## config.mk

```make
export PLATFORM = sky130hd
export DESIGN_NAME = rtr_flags_tracker
export DESIGN_NICKNAME = d
export VERILOG_FILES = /design/src/rtl/rtr_flags_tracker.sv
export SDC_FILE = /design/constraint.sdc
export NUM_CORES = 1
export LEC_CHECK = 0
export BUFFER_PORTS_ARGS = -buffer_cell sky130_fd_sc_hd__buf_2
export CAP_MARGIN = 20
export CORE_MARGIN = 2
export CORE_UTILIZATION = 50
export DETAILED_ROUTE_END_ITERATION = 10
export GPL_TIMING_DRIVEN = 0
export PLACE_DENSITY = 0.71
export REMOVE_ABC_BUFFERS = 1
export SLEW_MARGIN = 15
export SYNTH_ARGS = -nofsm -noshare
export SYNTH_HDL_FRONTEND = slang
export SYNTH_SLANG_ARGS = --single-unit
export TNS_END_PERCENT = 5
```

## constraint.sdc

```tcl
create_clock -name clk -period 3.1 [get_ports clk]
set_clock_uncertainty 0.05 [all_clocks]
set_input_delay 0.62 -clock clk [delete_from_list [all_inputs] [get_ports clk]]
set_output_delay 0.62 -clock clk [all_outputs]
set_load 0.02 [all_outputs]
```

## src/rtl/rtr_flags_tracker.sv

```systemverilog
// rtr_flags_tracker
// Per-output-port, per-packet-class credit tracker. Keeps one credit counter
// for every (port, message class, resource class). Allocations consume a
// credit and credit returns from the downstream router restore one. Every
// counter is summarised as two registered flag bits, which the flag-extraction
// mux consumes.
//
// Ports
//   clk            sole clock; all state changes on the rising edge
//   reset          asynchronous, active-low reset
//   alloc_valid    one credit is consumed this cycle
//   alloc_mc       one-hot message class of the allocation
//   alloc_op       one-hot output port of the allocation
//   alloc_orc      one-hot resource class of the allocation
//   cred_valid_op  per-port credit return strobe
//   cred_pc_op     per-port one-hot packet class of the returned credit
//   flags_op_opc   registered flags; entry e = (op*nmc + mc)*nrc + rc,
//                  bit 2e = credit_avail, bit 2e+1 = all_free
//   error          sticky protocol error (bad select, underflow, overflow)
//
// All vectors are numbered ascending, so index 0 is the MSB. This matches the
// numbering the flag mux uses.
module rtr_flags_tracker #(
    parameter int num_message_classes = 2,
    parameter int num_resource_classes = 2,
    parameter int num_ports = 5,
    parameter int num_credits = 4,
    localparam int num_packet_classes = num_message_classes * num_resource_classes,
    localparam int cred_width = $clog2(num_credits + 1)
) (
    input  logic                                        clk,
    input  logic                                        reset,
    input  logic                                        alloc_valid,
    input  logic [0:num_message_classes-1]              alloc_mc,
    input  logic [0:num_ports-1]                        alloc_op,
    input  logic [0:num_resource_classes-1]             alloc_orc,
    input  logic [0:num_ports-1]                        cred_valid_op,
    input  logic [0:num_ports*num_packet_classes-1]     cred_pc_op,
    output logic [0:num_ports*num_packet_classes*2-1]   flags_op_opc,
    output logic                                        error
);

    localparam int num_entries = num_ports * num_packet_classes;
    localparam logic [cred_width-1:0] full_cnt = cred_width'(num_credits);
    localparam logic [cred_width-1:0] one_cnt  = cred_width'(1);

    logic [cred_width-1:0]       cnt_q [num_entries];
    logic [cred_width-1:0]       cnt_d [num_entries];
    logic [num_entries-1:0]      dec_e;
    logic [num_entries-1:0]      inc_e;
    logic [0:num_entries*2-1]    flags_d;
    logic                        error_d;
    logic                        alloc_legal;
    logic [num_ports-1:0]        ret_legal;

    // Decode the allocation and the credit returns into per-entry strobes.
    always_comb begin
        dec_e       = '0;
        inc_e       = '0;
        ret_legal   = '0;
        alloc_legal = $onehot(alloc_mc) && $onehot(alloc_op) && $onehot(alloc_orc);
        for (int p = 0; p < num_ports; p++) begin
            ret_legal[p] = $onehot(cred_pc_op[p*num_packet_classes +: num_packet_classes]);
            for (int m = 0; m < num_message_classes; m++) begin
                for (int r = 0; r < num_resource_classes; r++) begin
                    dec_e[(p*num_message_classes + m)*num_resource_classes + r] =
                        alloc_valid && alloc_legal && alloc_op[p] && alloc_mc[m] && alloc_orc[r];
                    inc_e[(p*num_message_classes + m)*num_resource_classes + r] =
                        cred_valid_op[p] && ret_legal[p] &&
                        cred_pc_op[p*num_packet_classes + m*num_resource_classes + r];
                end
            end
        end
    end

    // Next-state counters, error and flags. The flags come from the next-state
    // count, so they change on the same edge as the counter.
    always_comb begin
        error_d = error;
        flags_d = '0;
        if (alloc_valid && !alloc_legal) begin
            error_d = 1'b1;
        end
        for (int p = 0; p < num_ports; p++) begin
            if (cred_valid_op[p] && !ret_legal[p]) begin
                error_d = 1'b1;
            end
        end
        for (int e = 0; e < num_entries; e++) begin
            cnt_d[e] = cnt_q[e];
            // A consume and a return on the same counter cancel out, even
            // when the counter is empty or full.
            if (dec_e[e] && !inc_e[e]) begin
                if (cnt_q[e] == '0) begin
                    error_d = 1'b1;
                end else begin
                    cnt_d[e] = cnt_q[e] - one_cnt;
                end
            end else if (inc_e[e] && !dec_e[e]) begin
                if (cnt_q[e] == full_cnt) begin
                    error_d = 1'b1;
                end else begin
                    cnt_d[e] = cnt_q[e] + one_cnt;
                end
            end
            flags_d[2*e]   = (cnt_d[e] != '0);
            flags_d[2*e+1] = (cnt_d[e] == full_cnt);
        end
    end

    always_ff @(posedge clk or negedge reset) begin
        if (!reset) begin
            for (int e = 0; e < num_entries; e++) begin
                cnt_q[e] <= full_cnt;
            end
            flags_op_opc <= '1;
            error        <= 1'b0;
        end else begin
            for (int e = 0; e < num_entries; e++) begin
                cnt_q[e] <= cnt_d[e];
            end
            flags_op_opc <= flags_d;
            error        <= error_d;
        end
    end

endmodule

```

## Word-level counts from Yosys, hierarchy flattened

Cells that the tools add are included.

| operators by class | value |
|---|---|
| add/sub/neg operators | 61 |
| eq/ne operators | 48 |
| mux-type cells | 166 |
| reduce and logical (&&, ||, !) cells | 195 |

Operators by type and width:

| cell | count |
|---|---|
| 3-bit 2-to-1 mux | 80 |
| 3-bit == test (second input constant) | 40 |
| 1-bit logical AND | 109 |
| 1-bit 2-to-1 mux | 86 |
| 3-bit by 1-bit adder with 3-bit output (second input constant) | 20 |
| 3-bit zero test | 20 |
| 3-bit nonzero test | 20 |
| 3-bit by 1-bit subtractor with 3-bit output (second input constant) | 20 |
| 1-bit zero test | 46 |
| 1-bit by 1-bit adder with 2-bit output | 14 |
| 2-bit by 2-bit adder with 3-bit output | 6 |
| 3-bit by 1-bit == test with 1-bit output (second input constant) | 6 |
| 2-bit by 1-bit == test with 1-bit output (second input constant) | 2 |
| 3-bit by 1-bit adder with 3-bit output | 1 |

| word-level totals | value |
|---|---|
| register bits | 101 |

## Logic depth before layout (Yosys ltp)

Gate-level depths: netlist of run 1.

| logic depth | value |
|---|---|
| depth in word-level cells | 74 |
| depth in mapped cells | 14 |

## Worst setup path after synthesis of run 1

Ideal clock, no wire load.

| path | value |
|---|---|
| path kind | input to register |
| start | in alloc_op[3] in the netlist's numbering |
| end | reg error |
| library setup time | 138 ps |
| data arrival time | 4361 ps |
| setup slack | -1450 ps |
| cell stages on the path | 12 |
| path buffers | 1 |
| path through | clkbuf_1 inv_1 fa_1 fa_1 inv_1 ha_1 or4b_2 nor3_1 mux2_2 a221oi_1 nand4_1 or4_1 |

| between the ends | value |
|---|---|
| cells in the longest elaborated chain, start to end | 74 |
| elaborated cells on any way between the ends | 190 |
| those cells by class | 3 x add/sub; 1 x eq/ne; 86 x mux; 100 x reduce/logical |

Ends and longest elaborated chain:

| item | line | source |
|---|---|---|
| start: declaration | 35 | `input logic [0:num_ports-1] alloc_op,` |
| 1-bit by 1-bit adder with 2-bit output (implied by the code) | 61 | `alloc_legal = $onehot(alloc_mc) && $onehot(alloc_op) && $onehot(alloc_orc);` |
| 2-bit by 2-bit adder with 3-bit output (implied by the code) | 61 |  |
| 3-bit by 1-bit adder with 3-bit output (implied by the code) | 61 |  |
| 3-bit by 1-bit == test with 1-bit output | 61 |  |
| 1-bit logical AND (2 in a row) | 61 |  |
| 1-bit zero test | 81 | `if (alloc_valid && !alloc_legal) begin` |
| 1-bit logical AND | 81 |  |
| 1-bit 2-to-1 mux | 81 |  |
| (+58 left out) | n/a |  |
| 1-bit 2-to-1 mux | 93 | `if (dec_e[e] && !inc_e[e]) begin` |
| 1-bit 2-to-1 mux | 100 | `if (cnt_q[e] == full_cnt) begin` |
| 1-bit 2-to-1 mux | 99 | `end else if (inc_e[e] && !dec_e[e]) begin` |
| 1-bit 2-to-1 mux | 93 |  |
| 1-bit 2-to-1 mux | 100 |  |
| 1-bit 2-to-1 mux | 99 |  |
| 1-bit 2-to-1 mux (*) | 93 |  |
| net error_d | 52 | `logic error_d;` |
| end signal: assignment | 123 | `error <= error_d;` |
| end: declaration | 40 | `output logic error` |

Mark *: on every way through the listed nets, which the timed path passes. The rest lies on a longest branch.

## Worst setup path after layout of run 1

| path | value |
|---|---|
| start | in alloc_op[4] in the netlist's numbering |
| end | reg error |

Same word-level chain as after synthesis.

==> results by group, run 1 <==
Setup path
  – Setup CP Type: primary input to register
  – Critical Path End Type: register
  – Worst Path Buf+Inv: 3
  – Critical path, cell by cell: buf_8 > clkinvlp_4 > fa_1 > fa_2 > inv_2 > ha_4 > or4b_4 > nor3_4 > mux2_4 > a221oi_4 > nand4_1 > or4_1
  – Top delay family on crit path: simple AND/OR/NAND/NOR gates
  – Req. time, crit path: 3.29 ns
  – R2R setup slack: 0.83 ns
  – Crit-path max FO: 6
  – CP peak stage delay: 0.61 ns
  – Type of origin of the critical path: primary input
  – Crit-path slowest cell: or4b_4
  – CP Data Arrival Time: 4.01 ns

Timing
  – Slew HR: 0.622
  – Final hold slack: 0.153 ns
  – Final WS setup: -0.723 ns
  – Min Tclk post-route: 3.82 ns
  – Final Hold Fails: 0
  – Final Setup Violations: 92
  – RSZ-0062 raised after global routing: true
  – Pins Over Slew Limit: 0
  – Fin crit share: 1.23
  – Slew at the pin closest to its max-slew limit: 0.565 ns
  – Max Fclk: 262 MHz

Clocking
  – Clock Tree Buf Depth: 2
  – # clock sinks: 101
  – Max H-tree Level: 3
  – Root buf cell: clkbuf_16
  – Hold_buf cts: 0
  – TritonCTS buffer count: 9
  – CTS tree: built
  – Clk slew on worst S/H paths: 0.08 ns
  – Worst-Skew Late Latency: 0.36 ns

Placed design
  – DP Cell Count: 1091
  – DPL Wire Length: 12700 um
  – IO Port Bufs: 77
  – GP Congestion: 0.901
  – DP Worst Slack: -2.16 ns

Logic synthesis
  – Gate count of the mapped netlist: 842
  – Top cells by area, synth: dfstp_2 (21%), dfrtp_1 (14%), ha_1 (12%)
  – Register area share after synthesis: 0.344
  – Post-synthesis adder-cell area fraction: 0.136
  – Unique masters post-synth: 75
  – Primary FF master, synth: dfstp_2
  – Post-synth EDFFs: 0
  – Synth Area in Compound Gates: 0.151
  – Dominant cell type by area after synthesis: dfstp_2
  – Simple-Gate Fraction of Synth Area: 0.247
  – Post-synthesis mux area share: 0.0299
  – Post-synth ARST share: 1.00
  – Top cell type's share of synthesized area: 0.208
  – Netlist Area Pre-Place: 7580 um2
  – Post-Synth XOR/XNOR Area: 0.0277
  – FF+latch count, synth: 101
  – Syn. warnings: 0
  – Avg Cell Area, Syn: 9.00 um2
  – Largest family of logic cells by synthesized area: simple AND/OR/NAND/NOR gates

Drt
  – Final WL: 18700 um
  – # DRC: 0
  – Vias per cell: 5.88
  – Post-route ant nets: 0
  – Via count: 6734
  – Drt wl/cell: 16.4 um
  – First-iteration detailed-routing DRC count: 544
  – First-pass DRT Iterations: 5

Pwr
  – Peak supply drop: 0.519 mV
  – Power Density: 782 nW/um2
  – Lkg Pwr: 4.28 nW

Floorplanning
  – Row count: 44
  – Die height: 127 um
  – Core area: 14600 um2
  – Total I/O pin count: 78
  – Die Wd: 127 um
  – Die area: 16200 um2
  – Starting Density: 0.517

GRT
  – GRT Total Usage: 0.230
  – Antenna violations before repair: 1
  – Largest net degree at the start of global routing: 53
  – Vias in the first global route: 6276
  – GRT Residual Overflow: 0
  – First-pass GRT wire length: 30000 um

Outcome
  – Failing checks: negative setup slack
  – Status: finished with violations

Finish
  – Area added between synthesis and finish: 27.3%
  – Final Util: 0.659
  – Share of cells above drive strength 1: 0.334
  – Antenna cells: 0
  – Non-Filler Instances: 1146
  – Final #Nets: 1072

Hold path
  – HP Class: primary input to asynchronous set/reset pin

Flow run
  – Max_cap viols: 0
## path summary, 6_finish.rpt
| kind | start | endpoint | cells after the start |
|---|---|---|---|
| worst min register to register | cnt_q[33]$_DFF_PN0_ | cnt_q[33]$_DFF_PN0_ | 1 |
| worst max register to register | cnt_q[25]$_DFF_PN0_ | error$_DFF_PN0_ | 8 |
| worst max-delay path | alloc_op[4] | error$_DFF_PN0_ | 12 |
| worst min-delay path | reset | cnt_q[24]$_DFF_PN0_ | 1 |
| min in group clk | cnt_q[33]$_DFF_PN0_ | cnt_q[33]$_DFF_PN0_ | 1 |
| max in group asynchronous | reset | flags_op_opc[29]$_DFF_PN1_ | 2 |
## metrics by stage
step           power [mW]  instance area [um2]  TNS [ns]
5_1_grt              8.13                 9650    -31.64
4_1_cts              7.37                 9310    -23.18
3_3_place_gp         5.63                 8110   -206.13
6_report             7.55                 9650    -21.11
2_1_floorplan        4.89                 7490    -87.97
3_5_place_dp         5.73                 8230   -118.01
## synth_stat cells, types with 4 or more instances
cell type	count
a211oi_1	5
a21o_1	5
a21oi_1	28
a221oi_1	7
a311oi_1	4
a31oi_1	14
and2_1	11
and3_1	14
clkbuf_1	14
dfrtp_1	41
dfstp_2	60
fa_1	7
ha_1	71
inv_1	110
mux2_2	5
mux2i_1	17
nand2_1	50
nand2b_1	11
nand3_1	59
nand3b_1	13
nand4_1	15
nor2_1	23
nor2b_1	12
nor3_1	50
nor3b_1	14
nor4b_1	5
nor4bb_1	6
o211a_1	5
o211ai_1	7
o21a_1	7
o21ai_0	39
o31ai_1	7
or2_2	7
or3b_2	8
xnor2_1	23
## sequential cells by signal (all words and copies together) (netlist names)
register,cells
cnt_q,60
error,1
flags_op_opc,40
## placed cells by master (no fill, tap or decap), drive strengths merged, types with 8 or more instances in the layout
cell type | netlist | final
dfstp | 60 | 60
nor2 | 23 | 23
nand2 | 50 | 50
mux2i | 17 | 17
nand3b | 13 | 13
a21oi | 28 | 28
xnor2 | 23 | 23
clkbuf | 14 | 13
nand2b | 11 | 11
nand4 | 15 | 15
or3b | 8 | 8
nor3b | 14 | 14
dfrtp | 41 | 41
buf | 4 | 120
nor3 | 55 | 55
o21ai | 39 | 39
inv | 110 | 108
and2 | 11 | 11
nor2b | 12 | 12
and3 | 14 | 14
nand3 | 59 | 59
ha | 71 | 71
a31oi | 14 | 14
## what timing repair did
action                                  4_1_cts  5_1_grt
buffers inserted                             26       13
endpoints found under the setup margin      101       98
cloned                                        1        0
gates resized for setup                     113       52
pin swaps                                    37       20
## cell type report
class	count	area (um2)
Multi-Input combinational cell	614	5240
Fill cell	1175	5000
Sequential cell	101	2600
Timing Repair Buffer	121	808
Inverter	110	425
Clock buffer	12	246
Tap cell	184	230
Clock inverter	4	97.6
## worst register-to-register path: stages (launching register included)
cell	delay [ns]
dfrtp_1	0.38
inv_1	0.09
ha_1	0.22
nor2b_1	0.19
a21boi_0	0.13
mux2_2	0.30
a221oi_4	0.21
nand4_1	0.11
or4_1	0.48
## cells by family after synthesis
group                    count (synthesis)
adder cells (fa/ha/maj)                 78
XOR/XNOR                                24
AO/OA/AOI/OAI                          166
buffers and inverters                  128
multiplexers                            22
AND/OR/NAND/NOR                        323
flip-flops                             101
## power breakdown
group	total (mW)	internal (mW)	switching, mW	leakage, nW
combinational	3.68	1.55	2.13	3.00
clock	1.32	0.812	0.505	0.163
sequential	2.55	2.12	0.435	1.12
total	7.55	4.48	3.07	4.28
## layer usage
metal | up-vias | global-route usage | wire length [um]
li1 | 3266 | - | -
met1 | 3223 | 0.304 | 8120
met2 | 186 | 0.380 | 8930
met3 | 57 | 0.0452 | 993
met4 | 2 | 0.0814 | 683
met5 | - | 0 | 13
No activity file was read; power rests on OpenSTA's default activity.
==> run 2, diff against run 1 <==
--- a/config.mk
+++ b/config.mk
@@ -7,14 +7,11 @@
 export LEC_CHECK = 0
 export BUFFER_PORTS_ARGS = -buffer_cell sky130_fd_sc_hd__buf_2
 export CAP_MARGIN = 20
-export CORE_MARGIN = 2
 export CORE_UTILIZATION = 50
 export DETAILED_ROUTE_END_ITERATION = 10
 export GPL_TIMING_DRIVEN = 0
 export PLACE_DENSITY = 0.71
-export REMOVE_ABC_BUFFERS = 1
 export SLEW_MARGIN = 15
 export SYNTH_ARGS = -nofsm -noshare
 export SYNTH_HDL_FRONTEND = slang
 export SYNTH_SLANG_ARGS = --single-unit
-export TNS_END_PERCENT = 5
==> run 2 against run 1 <==
  * Utilization rose by 13 points
  * Hold slack worse by 0.017 ns
  * Sequential power grew 4%
  * The flow finishes with violations (design-rule violations, negative setup slack)
==> results by group, run 2 (same netlist as run 1, synthesis figures left out) <==
Drt
  – First-iteration detailed-routing DRC count: 650 (+19%)
  – Post-route ant nets: 0 (unchanged)
  – Via count: 7789 (+16%)
  – Final WL: 25700 um (+37%)
  – Drt wl/cell: 20.9 um (+28%)
  – # DRC: 4 (+4)
  – First-pass DRT Iterations: 10 (+5)
  – Vias per cell: 6.34 (+7.9%)

Placed design
  – DP Cell Count: 1102 (+1.0%)
  – DPL Wire Length: 12800 um (+0.52%)
  – GP Congestion: 0.860 (-4.5%)
  – IO Port Bufs: 75 (-2.6%)
  – DP Worst Slack: -1.82 ns (+0.346 ns)

Floorplanning
  – Row count: 44 (unchanged)
  – Die Wd: 125 um (-1.6%)
  – Die area: 15600 um2 (-3.1%)
  – Total I/O pin count: 78 (unchanged)
  – Die height: 125 um (-1.6%)
  – Core area: 14600 um2 (unchanged)
  – Starting Density: 0.517 (unchanged)

Clocking
  – CTS tree: built
  – # clock sinks: 101 (unchanged)
  – Clock Tree Buf Depth: 2 (unchanged)
  – Worst-Skew Late Latency: 0.37 ns (about the same)
  – TritonCTS buffer count: 9 (unchanged)
  – Root buf cell: clkbuf_16
  – Clk slew on worst S/H paths: 0.08 ns (about the same)
  – Max H-tree Level: 3 (unchanged)

GRT
  – Antenna violations before repair: 2 (+1)
  – First-pass GRT wire length: 35400 um (+18%)
  – Largest net degree at the start of global routing: 53 (unchanged)
  – Vias in the first global route: 7335 (+17%)
  – GRT Residual Overflow: 0 (unchanged)
  – GRT Total Usage: 0.283 (+0.0528)

Setup path
  – Setup CP Type: primary input to register
  – Top delay family on crit path: simple AND/OR/NAND/NOR gates
  – Critical path, cell by cell: buf_12 > clkinvlp_4 > fa_1 > fa_2 > inv_2 > ha_4 > buf_6 > nor4b_4 > nand3_2 > and4_1 > o21ai_0 > nand4_1 > or4_4
  – Type of origin of the critical path: primary input
  – Req. time, crit path: 3.29 ns (about the same)
  – CP Data Arrival Time: 4.29 ns (+0.28 ns)
  – R2R setup slack: 0.62 ns (-0.21 ns)
  – CP peak stage delay: 0.60 ns (about the same)
  – Worst Path Buf+Inv: 4 (+1)
  – R2R depth: 8 (unchanged)
  – Worst R2R Start: cnt_q[25]$_DFF_PN0_
  – Crit-path max FO: 6 (unchanged)
  – Worst R2R End: error$_DFF_PN0_
  – Crit-path slowest cell: or4_4
  – Critical Path End Type: register

Timing
  – TNS Setup: -48.03 ns (-26.92 ns)
  – Fin crit share: 1.32 (+0.0900)
  – RSZ-0062 raised after global routing: true
  – Slew HR: 0.519 (-0.103)
  – Min Tclk post-route: 4.10 ns (+0.279 ns)
  – Final Setup Violations: 99 (+7.6%)
  – Max Fclk: 244 MHz (-6.8%)
  – Final WS setup: -1.00 ns (-0.279 ns)
  – Slew at the pin closest to its max-slew limit: 0.720 ns (+0.155 ns)
  – Final Hold Fails: 0 (unchanged)
  – Pins Over Slew Limit: 0 (unchanged)

Flow run
  – Max_cap viols: 0 (unchanged)

Pwr
  – Power Density: 743 nW/um2 (-5.0%)
  – Power consumption: 8.53 mW (+13%)
  – Peak supply drop: 0.539 mV (+4.0%)
  – Lkg Pwr: 4.97 nW (+16%)

Outcome
  – Failing checks: design-rule violations, negative setup slack
  – Status: finished with violations

Finish
  – Most flop-heavy register: cnt_q
  – Fill count: 853 (-27%)
  – Commonest cells after routing, fill and taps aside: inv_1 (96), ha_1 (68), buf_2 (68)
  – Most common cell after layout, fill and taps aside: inv_1
  – Final #Nets: 1152 (+7.5%)
  – Biggest regs: cnt_q x60, flags_op_opc x40, error x1
  – Share of cells above drive strength 1: 0.495 (+0.162)
  – Non-Filler Instances: 1228 (+7.2%)
  – Max reg flops: 60 (unchanged)
  – Area added between synthesis and finish: 51.6%

Hold path
  – HP Class: primary input to asynchronous set/reset pin

Logic synthesis
  – Syn Nets: 957
## run 2: cell types whose count changed in the layout (fill, tap and decap cells not counted), moves of 10 or more
| cell | before | now |
|---|---|---|
| nor3_1 | 30 | 16 |
| buf_6 | 9 | 49 |
| o21ai_0 | 27 | 15 |
| xnor2_1 | 19 | 9 |
| nand3_1 | 47 | 30 |
| nand3_4 | 1 | 13 |
| buf_4 | 33 | 61 |
## run 2: final cells by class
class | instances | area, um2 | area share
Inverter | 110 | 428 | 0.0373
Sequential cell | 101 | 2600 | 0.227
Antenna cell | 2 | 5.00 | 0.000436
Clock buffer | 9 | 225 | 0.0196
Buffer | 14 | 195 | 0.0170
Clock inverter | 7 | 56.3 | 0.00490
Timing Repair Buffer | 188 | 1540 | 0.134
Tap cell | 184 | 230 | 0.0200
Multi-Input combinational cell | 613 | 6200 | 0.540
## run 2: power by group
| part | internal, mW | switching, mW | leakage (nW) |
|---|---|---|---|
| combinational | 2.06 | 2.73 | 3.72 |
| sequential | 2.12 | 0.525 | 1.12 |
| clock | 0.555 | 0.549 | 0.137 |
| total | 4.73 | 3.80 | 4.97 |
## run 2: through the flow
step,cell area [um2],hold slack (ns),utilization
after floorplan,7810,0.274,-
after global placement,8420,0.462,0.575
after detailed placement,8450,0.463,0.577
after CTS,10600,0.146,0.724
after global routing,11500,0.171,0.784
final,11500,0.135,0.784
## run 2: worst max path at each step
| stage | from | to | depth (start not counted) |
|---|---|---|---|
| final | alloc_op[1] | error$_DFF_PN0_ | 13 |
| after global routing | alloc_op[1] | error$_DFF_PN0_ | 16 |
| after CTS | alloc_op[1] | error$_DFF_PN0_ | 14 |
| after detailed placement | alloc_op[1] | error$_DFF_PN0_ | 11 |
| after global placement | alloc_op[1] | error$_DFF_PN0_ | 11 |
| after floorplan | alloc_op[3] | error$_DFF_PN0_ | 11 |
## run 2: metal layers
layer,vias up,GRT usage,share of wire,wire length [um]
li1,3431,-,-,-
met1,3775,0.332,0.37,9480
met2,418,0.495,0.49,12700
met3,163,0.0552,0.065,1660
met4,2,0.141,0.073,1890
met5,-,0,0.00051,13
## run 2: timing repair
item / 4_1_cts / 5_1_grt
pin swaps: 82 / 109
resized for setup: 258 / 151
cloned: 0 / 0
setup endpoints to repair: 101 / 101
hold buffers: 0 / 0
setup buffers: 82 / 50
==> run 3, diff against run 2 <==
--- a/config.mk
+++ b/config.mk
@@ -5,9 +5,10 @@
 export SDC_FILE = /design/constraint.sdc
 export NUM_CORES = 1
 export LEC_CHECK = 0
-export BUFFER_PORTS_ARGS = -buffer_cell sky130_fd_sc_hd__buf_2
+export BUFFER_PORTS_ARGS = -buffer_cell sky130_fd_sc_hd__buf_4
 export CAP_MARGIN = 20
 export CORE_UTILIZATION = 50
+export CTS_CLUSTER_SIZE = 10
 export DETAILED_ROUTE_END_ITERATION = 10
 export GPL_TIMING_DRIVEN = 0
 export PLACE_DENSITY = 0.71
==> run 3 against run 2 <==
  * The run ends with negative setup slack left
  * Critical endpoint unchanged
  * Die area unchanged
  * Final cell count up 0.65%
  * Largest power group unchanged
  * Combinational power about the same
==> results by group, run 3 (same netlist as run 1, synthesis figures left out) <==
Outcome
  – Status: finished with violations
  – Failing checks: negative setup slack

Floorplanning
  – Die Wd: 125 um (unchanged)
  – Core area: 14600 um2 (unchanged)
  – Die area: 15600 um2 (unchanged)
  – Row count: 44 (unchanged)
  – Starting Density: 0.517 (unchanged)
  – Die height: 125 um (unchanged)
  – Total I/O pin count: 78 (unchanged)

Placed design
  – GP Congestion: 0.877 (+2.0%)
  – DP Cell Count: 1101 (-0.091%)
  – DPL Wire Length: 12800 um (+0.24%)
  – Area post-placement: 8610 um2 (+1.9%)
  – IO Port Bufs: 75 (unchanged)
  – DP Worst Slack: -1.74 ns (+0.0818 ns)

Timing
  – Min Tclk post-route: 3.95 ns (-0.151 ns)
  – RSZ-0062 raised after global routing: true
  – Final WS setup: -0.851 ns (+0.151 ns)
  – Final Setup Violations: 97 (-2.0%)
  – Max Fclk: 253 MHz (+3.8%)
  – Slew HR: 0.342 (-0.177)
  – Slew at the pin closest to its max-slew limit: 0.985 ns (+0.266 ns)
  – Final hold slack: 0.318 ns (+0.183 ns)
  – Pins Over Slew Limit: 0 (unchanged)
  – Final Hold Fails: 0 (unchanged)
  – TNS Setup: -28.49 ns (+19.54 ns)
  – Fin crit share: 1.27 (-0.0488)

Setup path
  – CP Data Arrival Time: 4.13 ns (-0.16 ns)
  – Worst R2R Start: cnt_q[25]$_DFF_PN0_
  – Type of origin of the critical path: primary input
  – Setup CP Type: primary input to register
  – R2R setup slack: 0.43 ns (-0.19 ns)
  – R2R depth: 8 (unchanged)
  – Crit-path max FO: 4 (-2)
  – Worst R2R End: error$_DFF_PN0_
  – Req. time, crit path: 3.28 ns (about the same)
  – Critical Path End Type: register

Clocking
  – Max H-tree Level: 3 (unchanged)
  – Worst-Skew Late Latency: 0.36 ns (about the same)
  – # clock sinks: 101 (unchanged)
  – Clk slew on worst S/H paths: 0.07 ns (about the same)
  – CTS tree: built
  – Clock Tree Buf Depth: 2 (unchanged)
  – TritonCTS buffer count: 9 (unchanged)
  – Root buf cell: clkbuf_16

Drt
  – Vias per cell: 6.19 (-2.4%)
  – First-iteration detailed-routing DRC count: 576 (-11%)
  – # DRC: 0 (-4)
  – First-pass DRT Iterations: 7 (-3)
  – Post-route ant nets: 0 (unchanged)
  – Via count: 7648 (-1.8%)
  – Final WL: 24700 um (-3.8%)
  – Drt wl/cell: 20.0 um (-4.4%)

GRT
  – GRT Total Usage: 0.276 (-0.00739)
  – First-pass GRT wire length: 34400 um (-2.8%)
  – GRT Residual Overflow: 0 (unchanged)
  – Antenna violations before repair: 0 (-2)
  – Largest net degree at the start of global routing: 102 (+92%)
  – Vias in the first global route: 7110 (-3.1%)

Finish
  – Most common cell after layout, fill and taps aside: buf_4
  – Share of cells above drive strength 1: 0.486 (-0.00946)
  – Fill count: 814 (-4.6%)
  – Biggest regs: cnt_q x60, flags_op_opc x40, error x1
  – Final Cell Area: 11600 um2 (+1.2%)
  – Max reg flops: 60 (unchanged)
  – Commonest cells after routing, fill and taps aside: buf_4 (137), inv_1 (98), ha_1 (69)
  – Non-Filler Instances: 1236 (+0.65%)
  – Most flop-heavy register: cnt_q
  – Antenna cells: 0 (-2)
  – Area added between synthesis and finish: 53.4%
  – Final #Nets: 1162 (+0.87%)

Flow run
  – Max_cap viols: 0 (unchanged)

Pwr
  – Peak supply drop: 0.560 mV (+3.8%)
  – Lkg Pwr: 5.04 nW (+1.3%)
  – Power Density: 751 nW/um2 (+1.1%)

Hold path
  – HP Class: primary input to asynchronous set/reset pin

Logic synthesis
  – Syn Nets: 957 (unchanged)
## run 3: changes by cell type in the layout (fill, tap and decap cells not counted), sizes merged
cell	previous run	this run
buf	193	205
bufinv	0	2
clkbuf	18	19
clkinv	3	1
clkinvlp	3	2
diode	2	0
inv	111	109
## run 3: worst max path at each step
stage                            endpoint  cells past startpoint        start  slack, ns
after floorplan           error$_DFF_PN0_                     11  alloc_op[3]      -0.97
after global placement    error$_DFF_PN0_                     11  alloc_op[1]      -1.68
final                     error$_DFF_PN0_                     15  alloc_op[1]      -0.85
after global routing      error$_DFF_PN0_                     15  alloc_op[1]      -0.91
after CTS                 error$_DFF_PN0_                     14  alloc_op[4]      -0.75
after detailed placement  error$_DFF_PN0_                     11  alloc_op[1]      -1.74
## run 3: through the flow
| stage | power, mW | util |
|---|---|---|
| after global placement | 5.87 | 0.588 |
| final | 8.74 | 0.794 |
| after floorplan | 5.01 | - |
| after global routing | 9.24 | 0.794 |
| after detailed placement | 5.96 | 0.588 |
| after CTS | 8.05 | 0.733 |
## run 3: layout make-up
cell class | count | area (um2) | area share
Buffer | 14 | 178 | 0.0153
Clock buffer | 12 | 267 | 0.0229
Clock inverter | 4 | 77.6 | 0.00667
Inverter | 110 | 425 | 0.0366
Multi-Input combinational cell | 613 | 6060 | 0.522
Sequential cell | 101 | 2600 | 0.224
Tap cell | 184 | 230 | 0.0198
Timing Repair Buffer | 198 | 1780 | 0.153
## run 3: per-layer routing
metal	vias to the layer above	wire [um]	global-route usage
met4	0	1390	0.111
li1	3437	-	-
met3	117	1500	0.0672
met5	-	0	0
met1	3747	9400	0.333
met2	347	12400	0.472
## run 3: what timing repair did
item,4_1_cts,5_1_grt
setup buffers,85,52
gates cloned,2,0
pin swaps,64,103
setup endpoints to repair,101,100
hold buffers,0,0
gates resized for setup,230,143
## run 3: power breakdown
group | leakage, nW | switching (mW) | internal [mW] | total [mW]
combinational | 3.75 | 2.67 | 2.13 | 4.80
sequential | 1.12 | 0.515 | 2.12 | 2.64
clock | 0.169 | 0.521 | 0.778 | 1.30
## run 3: worst max-delay path, stage by stage
cell and delay [ns]:
buf_12 0.09, clkinvlp_4 0.11, fa_1 0.49, fa_2 0.35
inv_2 0.07, ha_4 0.21, buf_4 0.14, nor4b_4 0.39
clkbuf_8 0.24, buf_4 0.13, nand3_1 0.18, and3_1 0.22
o21ai_0 0.24, nand4_1 0.14, or4_4 0.50
